**src/rtl/pipeline_trace_buffer.sv**
```systemverilog
// Circular trace buffer for pipeline probe words: captures every valid sample while armed,
// freezes after a masked-compare trigger plus a post-trigger count, then reads back oldest-first.
module pipeline_trace_buffer #(
   parameter int DATA_W   = 32,
   parameter int CHANNELS = 5,
   parameter int DEPTH    = 16,
   parameter int ADDR_W   = 4
) (
   input  logic                         clk,
   input  logic                         reset,
   input  logic                         sample_valid,
   input  logic [CHANNELS*DATA_W-1:0]   probe_bus,
   input  logic                         arm,
   input  logic                         abort,
   input  logic [7:0]                   trig_ch,
   input  logic [DATA_W-1:0]            trig_value,
   input  logic [DATA_W-1:0]            trig_mask,
   input  logic [ADDR_W-1:0]            post_len,
   output logic                         rd_valid,
   input  logic                         rd_ready,
   output logic [CHANNELS*DATA_W-1:0]   rd_data,
   output logic [ADDR_W-1:0]            rd_index,
   output logic [1:0]                   state,
   output logic                         triggered,
   output logic [ADDR_W:0]              count
);

   typedef enum logic [1:0] {
      IDLE  = 2'd0,
      ARMED = 2'd1,
      POST  = 2'd2,
      DONE  = 2'd3
   } state_e;

   localparam logic [ADDR_W:0] FULL   = (ADDR_W+1)'(DEPTH);
   localparam logic [7:0]      CH_LIM = 8'(CHANNELS);

   logic [CHANNELS*DATA_W-1:0] mem_q [DEPTH];

   state_e            state_q, state_d;
   logic [ADDR_W-1:0] wr_ptr_q, wr_ptr_d;
   logic [ADDR_W:0]   count_q, count_d;
   logic              trig_q, trig_d;
   logic [ADDR_W-1:0] post_q, post_d;
   logic [ADDR_W:0]   rd_idx_q, rd_idx_d;

   logic [DATA_W-1:0] chan_sel;
   logic              trig_hit;
   logic              wr_en;
   logic [ADDR_W-1:0] rd_start;
   logic [ADDR_W-1:0] rd_addr;

   always_comb begin
      chan_sel = '0;
      for (int k = 0; k < CHANNELS; k++) begin
         if (trig_ch == 8'(k)) chan_sel = probe_bus[k*DATA_W +: DATA_W];
      end
      trig_hit = (trig_ch < CH_LIM) && (((chan_sel ^ trig_value) & trig_mask) == '0);
   end

   assign wr_en = !abort && sample_valid && (state_q == ARMED || state_q == POST);

   // Once the buffer has wrapped, the slot about to be overwritten holds the oldest sample.
   assign rd_start = (count_q == FULL) ? wr_ptr_q : '0;
   assign rd_addr  = rd_start + rd_idx_q[ADDR_W-1:0];
   assign rd_valid = (state_q == DONE) && (rd_idx_q < count_q);
   assign rd_data  = rd_valid ? mem_q[rd_addr] : '0;
   assign rd_index = rd_idx_q[ADDR_W-1:0];

   assign state     = state_q;
   assign triggered = trig_q;
   assign count     = count_q;

   always_comb begin
      state_d  = state_q;
      wr_ptr_d = wr_ptr_q;
      count_d  = count_q;
      trig_d   = trig_q;
      post_d   = post_q;
      rd_idx_d = rd_idx_q;
      if (wr_en) begin
         wr_ptr_d = wr_ptr_q + 1'b1;
         count_d  = (count_q == FULL) ? count_q : count_q + 1'b1;
      end
      if (abort) begin
         state_d = IDLE;
      end else begin
         case (state_q)
            IDLE, DONE: begin
               if (arm) begin
                  state_d  = ARMED;
                  wr_ptr_d = '0;
                  count_d  = '0;
                  trig_d   = 1'b0;
                  rd_idx_d = '0;
               end else if (rd_valid && rd_ready) begin
                  rd_idx_d = rd_idx_q + 1'b1;
               end
            end
            ARMED: begin
               if (sample_valid && trig_hit) begin
                  trig_d  = 1'b1;
                  post_d  = post_len;
                  state_d = (post_len == '0) ? DONE : POST;
               end
            end
            POST: begin
               if (sample_valid) begin
                  post_d = post_q - 1'b1;
                  if (post_q == ADDR_W'(1)) state_d = DONE;
               end
            end
            default: state_d = IDLE;
         endcase
      end
   end

   always_ff @(posedge clk or negedge reset) begin
      if (!reset) begin
         state_q  <= IDLE;
         wr_ptr_q <= '0;
         count_q  <= '0;
         trig_q   <= 1'b0;
         post_q   <= '0;
         rd_idx_q <= '0;
      end else begin
         state_q  <= state_d;
         wr_ptr_q <= wr_ptr_d;
         count_q  <= count_d;
         trig_q   <= trig_d;
         post_q   <= post_d;
         rd_idx_q <= rd_idx_d;
      end
   end

   // Buffer storage is deliberately left out of reset so a frozen trace survives a reset for debug.
   always_ff @(posedge clk) begin
      if (wr_en) mem_q[wr_ptr_q] <= probe_bus;
   end

endmodule

```
**config.mk**
```make
export PLATFORM = sky130hd
export DESIGN_NAME = pipeline_trace_buffer
export DESIGN_NICKNAME = d
export VERILOG_FILES = /design/src/rtl/pipeline_trace_buffer.sv
export SDC_FILE = /design/constraint.sdc
export NUM_CORES = 2
export LEC_CHECK = 0
export ABC_AREA = 0
export ABC_CLOCK_PERIOD_IN_PS = 5400
export BUFFER_PORTS_ARGS = -buffer_cell sky130_fd_sc_hd__buf_2
export CAP_MARGIN = 20
export CORE_MARGIN = 10
export CORE_UTILIZATION = 25
export DETAILED_ROUTE_END_ITERATION = 7
export SYNTH_ARGS = -nofsm -noshare
export SYNTH_HDL_FRONTEND = slang
export SYNTH_SLANG_ARGS = --single-unit
```
**constraint.sdc**
```tcl
create_clock -name clk -period 5.4 [get_ports clk]
set_input_delay 1.62 -clock clk [delete_from_list [all_inputs] [get_ports clk]]
set_output_delay 1.62 -clock clk [all_outputs]
set_load 0.01 [all_outputs]
```
# Yosys cells after proc, flatten, opt, wreduce, memory -nomap -nowiden
# Memory sizes are Yosys's and may differ from the RTL's.
# Cells that the tools add are included.
# W data, S select, Z words.
# word_totals
output_inout_bits	173
wordCells	86
latch_bits	0
memories	1
ramBits	2560
romBits	0
ff_bits	21
# op_classes
addsub	5
mul	0
n_reduce_logical	20
bitwise_logic	3
mux	33
n_eq_ne	16
div	0
n_lt_le_gt_ge	2
shift	0
# mem_list
name	depth	width	read_ports	rd_ports_with_merged_regs	write_ports	line	rtl
mem_q	16	160	1	0	1	38	logic [CHANNELS*DATA_W-1:0] mem_q [DEPTH];
# ops
cell	count
$mux W160	1
$mux W32	5
$mux W5	7
$and A32 B32 Y32	1
$logic_not A32 Y1	1
$xor A32 B32 Y32	1
$mux W4	7
$eq A8 B2 Y1 const B	2
$reduce_and A4 Y1	3
$add A5 B1 Y5 const B	2
$mux W2	5
$eq A8 B1 Y1 const B	1
$eq A8 B3 Y1 const B	1
$logic_not A8 Y1	1
$lt A8 B3 Y1 const B	1
$pmux W4 S2	1
$logic_and A1 B1 Y1	6
$ne A3 B2 Y1 const B	2
$ne A3 B3 Y1 const B	2
$pmux W2 S3	1
$reduce_bool A2 Y1	3
$eq A5 B5 Y1 const B	1
$lt A5 B5 Y1	1
$mux W1	5
other kinds (16)	18

# Logic depth before layout (Yosys ltp)
# logic_depth
depth_word	14
mapped_depth	14
mapped_depth_nobuf	12

# Least setup slack after synthesis
# OpenSTA, ideal clock, no wires.
# synth_timing
path_type	input -> register
startpoint	input port abort
endpoint	memory mem_q[4][0] in the netlist's numbering, enable pin
cell_stages	7
arrival_time_ns	6.256
n_path_buf	2
path_slack_ns	-1.396
setup_ns	0.540
required_ns	4.860
path_cell_list	clkbuf_1 > nor2_1 > and2_1 > clkbuf_1 > nand2_1 > nor2_1 > and2_1
# synth_between
elab_chain_cells	5
# synth_rtl
element	line	rtl
start: declaration	14	input logic abort,
$logic_not A1 Y1	61	assign wr_en = !abort && sample_valid && (state_q == ARMED || state_q == POST);
$logic_and A1 B1 Y1 (2 in a row)	61	
$mux W1	138	if (wr_en) mem_q[wr_ptr_q] <= probe_bus;
$mux W1 (implied by the code)	138	
end: declaration	38	
# Every way passes these cells.

# Final worst setup path
# layout_timing
startpoint	register count_q[1], in the netlist count[1]
endpoint	output port rd_data[79]
# layout_between
elab_chain_cells	5
word_cells_on_any_way	7
classes_between	add/sub: 1; order compare: 1; eq/ne: 1; mux: 2; reduce/logical: 1; memory: 1
# layout_rtl
element	line	rtl
start: declaration	42	logic [ADDR_W:0] count_q, count_d;
start signal: assignment	129	count_q <= count_d;
$eq A5 B5 Y1	64	assign rd_start = (count_q == FULL) ? wr_ptr_q : '0;
$mux W4	64	
$add A4 B4 Y4	65	assign rd_addr = rd_start + rd_idx_q[ADDR_W-1:0];
$mem_v2 Z16 W160	-	
$mux W160 (*)	67	assign rd_data = rd_valid ? mem_q[rd_addr] : '0;
end: declaration	21	output logic [CHANNELS*DATA_W-1:0] rd_data,
# Every way passes the cells marked *; elsewhere a longest branch is shown, timed or not.

==> summary.txt <==
Top Family by Delay on Critical Path: buffers and inverters
Placer congestion estimate: 0.869
Distinct cells, synth: 76
Core Box Area: 406,000 µm²
Crit path buf inv count: 9
Status: complete, but fails checks
Final nets: 6,012
Via count: 54.6k
Number of clock sinks: 2,581
Via/cell ratio: 4.76
Clk_lat worst skew: 0.94 ns
Most frequent cells in the layout: edfxtp_1, mux4_2, buf_2, buf_4, clkbuf_16
Dpl cells: 10.8k
Crit path depth: 17
Starting DRC count in detailed routing: 5,814
Max_slew headroom: 30.6%
Htree depth: 5
Average wire per standard cell: 29.4 µm
CTS root buf: clkbuf_16
Worst Path Required: 3.78 ns
Arrival time at the worst endpoint: 4.68 ns
Slowest cell on the critical path: fa_4
Int Pwr: 37.9 mW
Final setup viols: 161
Final HPWL DP: 214 mm
Clk buf depth: 4
Die W: 658 µm
Most used DFF post-synth: edfxtp_1
Kind of start point of the critical path: register
Fmax: 159 MHz
Synth Warn #: 0
Multiplexer share of the synthesized area: 16.3%
Setup crit start: count[1]$_DFF_PN0_
DRT antenna net count: 0
RSZ-0062 raised after global routing: yes
DRC Markers: 0
Drt total wl: 337 mm
Yosys reg bits: 2,581
Async SR Flop Fraction: 0.814%
Total grt overflow: 0
Fin. Hold Viols: 0
Combinational power share: 16.5%
Reg area: 77,400 µm²
Initial Util: 25.1%
Crit. End Element: output pin
Largest family of logic cells by synthesized area: multiplexers
Commonest non-fill, non-tap cell in the layout: edfxtp_1
Slowest cell delay on critical path: 0.90 ns
CTS tree: built
Vias in the first global route: 55.9k
Final worst setup slack: -0.905 ns
Die area: 433,000 µm²
Drt pass-1 iters: 5
CP Cell Sequence: inv_2 -> ha_4 -> nand2_4 -> nor4_4 -> buf_4 -> ha_4 -> inv_4 -> fa_4 -> buf_12 -> buf_12 -> buf_16 -> buf_4 -> buf_6 -> mux4_2 -> mux2i_2 -> a211oi_2 -> buf_2
Worst R2R Start: count[1]$_DFF_PN0_
NetSw: 12.2 mW
Avg Synthesized Cell Area: 21.6 µm²
Port Buffer Count: 414
Synth Net Count: 4,966
Finished Layout Cells: 11.5k
Reg power frac: 44.9%
Hold buffer count at CTS: 0
Slew Viols, Final: 0
Worst Hold Path Cells: 2
Largest net degree at the start of global routing: 74
CTS clk-pin slew, worst paths: 0.06 ns
Hold Path Origin: rd_idx_q[4]$_DFFE_PN0P_
Mapped Area: 102,000 µm²
First-pass GRT wire length: 457 mm
Final worst-path cycle share: 117%
Simple-Gate Fraction of Synth Area: 2.34%
Area of the multi-input gates: 25,500 µm²
XOR/XNOR Fraction of Synth Area: 0.215%
Net Sw Frac: 24.3%
Post-synth EDFFs: 2,560
Adder-Cell Fraction of Synth Area: 0.253%
Compound-cell area share of the yosys netlist: 3.66%
Leak: 42.6 nW
Violated checks: negative setup slack
Hold Path Class: reg2reg
CTS Buf Count: 285
Tot GR Track Use: 14.8%
Boundary Pins: 415
CP Max Fanout: 7
Clock network fraction of design power: 38.6%
Die height: 658 µm
Mapped Cells: 4,704
Final min period: 6.30 ns
Post-synthesis sequential area ratio: 76.1%
Row cnt: 234
CP Class: reg2out
Area grow syn2layout: 27.4%
Worst r2r path cells: 19
Fraction of layout cells with a size suffix above 1: 41.6%
PwrDens: 387 nW/µm²
Hold_ws: 0.570 ns
Highest ir drop seen on vdd: 0.277 mV
Max cap viols: 0
Slew of the pin with the lowest slew margin: 1.03 ns
Final Skew: 0.0974 ns
Initial antenna violation count: 133
Fillers: 38.7k
-- cells in the mapped netlist, types with 4 or more instances --
| cell type | instances | area share, % |
|---|---|---|
| nor2_1 | 33 | 0.12 |
| and2_1 | 22 | 0.14 |
| o2111ai_1 | 4 | 0.034 |
| xnor2_1 | 5 | 0.043 |
| a21oi_1 | 27 | 0.13 |
| o211ai_1 | 7 | 0.052 |
| o21a_1 | 10 | 0.074 |
| a221oi_1 | 8 | 0.069 |
| a32oi_1 | 5 | 0.043 |
| nor2b_1 | 180 | 1.1 |
| o22ai_1 | 16 | 0.098 |
| buf_1 | 63 | 0.23 |
| a211oi_1 | 331 | 2.4 |
| buf_4 | 4 | 0.030 |
| nand2_1 | 66 | 0.24 |
| nand3b_1 | 19 | 0.14 |
| mux2i_1 | 203 | 2.0 |
| nor3_1 | 18 | 0.089 |
| a22oi_1 | 7 | 0.052 |
| nand3_1 | 14 | 0.069 |
| nor4_1 | 8 | 0.049 |
| inv_1 | 24 | 0.089 |
| a31oi_1 | 8 | 0.049 |
| a21o_1 | 5 | 0.037 |
| ha_1 | 19 | 0.23 |
| nor3b_1 | 5 | 0.037 |
| nand4_1 | 9 | 0.055 |
| buf_2 | 16 | 0.079 |
| clkbuf_1 | 205 | 0.76 |
| edfxtp_1 | 2560 | 76 |
| dfrtp_1 | 21 | 0.52 |
| nand2b_1 | 11 | 0.068 |
| o21ai_0 | 32 | 0.16 |
| mux4_2 | 645 | 14 |
| xor2_1 | 20 | 0.17 |
-- flip-flops by register name, indices dropped and copies added (netlist names) --
name / cells
post_q: 4
state: 2
triggered: 1
count: 5
mem_q: 2560
wr_ptr_q: 4
rd_idx_q: 5
-- kinds of logic (layout without fill, tap and decap cells) --
family,count (synthesis),count (layout)
and+or+nand+nor,412,412
DFF,2581,2581
AOI/OAI and AO/OA,504,505
other,0,84
muxes,849,849
xor gates and xnor gates,25,25
buffers and inverters,313,1571
adders and majority gates,20,20
-- worst reg2reg max path, cell delays in order (launching register included) --
cell and delay (ns):
dfrtp_1 0.38, inv_2 0.07, buf_4 0.13, buf_4 0.12, buf_4 0.12, buf_4 0.13
buf_4 0.12, buf_4 0.12, buf_4 0.12, ha_1 0.26, a21o_1 0.10, a21o_1 0.10
a21o_1 0.25, a21o_4 0.36, buf_4 0.43, inv_1 0.20, and4_1 0.26, nand3_1 0.10
xor2_1 0.15, nor2_1 0.05
-- cell type report --
cell class / count / area share (%)
flip-flops and latches: 2581 / 59.7
multi-input cells: 1811 / 19.7
repair buffers: 1046 / 7.97
clock buffers: 352 / 5.79
well taps: 5428 / 5.24
clock inverters: 148 / 1.35
diodes: 84 / 0.162
inverters: 25 / 0.0743
-- power by group through the flow --
stage	combinational, mW	clock [mW]	sequential (mW)
after floorplan	5.18	0	22.9
after global placement	7.69	0	22.9
after detailed placement	7.75	0	22.9
after CTS	8.01	19.7	22.5
after global routing	8.89	20.5	22.5
final	8.29	19.3	22.5
-- routing by layer --
layer | wire length, µm | track usage, % | up-vias
li1 | - | - | 22200
met1 | 128000 | 17.8 | 29500
met2 | 172000 | 25.7 | 2242
met3 | 19600 | 2.33 | 658
met4 | 18300 | 7.50 | 32
met5 | 213 | 0 | -
-- final timing paths --
check                                     endpoint  slack, ns
setup / recovery                       rd_data[79]      -0.90
min in group asynchronous     state[1]$_DFFE_PN0P_       0.65
hold / removal             rd_idx_q[4]$_DFFE_PN0P_       0.57
max in group asynchronous    wr_ptr_q[3]$_DFF_PN0_       4.38
hold reg to reg            rd_idx_q[4]$_DFFE_PN0P_       0.57
setup reg to reg           rd_idx_q[4]$_DFFE_PN0P_       1.70
-- metrics by stage --
| step | power (mW) | setup WS (ns) | cell area [µm²] | TNS, ns | util [%] |
|---|---|---|---|---|---|
| 3_5_place_dp | 30.7 | -0.265 | 115000 | -6.59 | 28.3 |
| 3_3_place_gp | 30.6 | -0.391 | 115000 | -25.98 | 28.3 |
| 4_1_cts | 50.3 | -1.10 | 126000 | -153.50 | 31.1 |
| 6_report | 50.1 | -0.905 | 130000 | -128.71 | 31.9 |
| 5_1_grt | 51.9 | -1.08 | 130000 | -154.31 | 31.9 |
| 2_1_floorplan | 28.1 | 0.273 | 102000 | 0 | - |
-- repair_timing --
action	CTS	global route
endpoints found under the setup margin	160	161
pin swaps	81	174
gates cloned	24	27
gates resized for setup	237	478
buffers inserted	40	94
No activity file was read; power rests on OpenSTA's default activity.
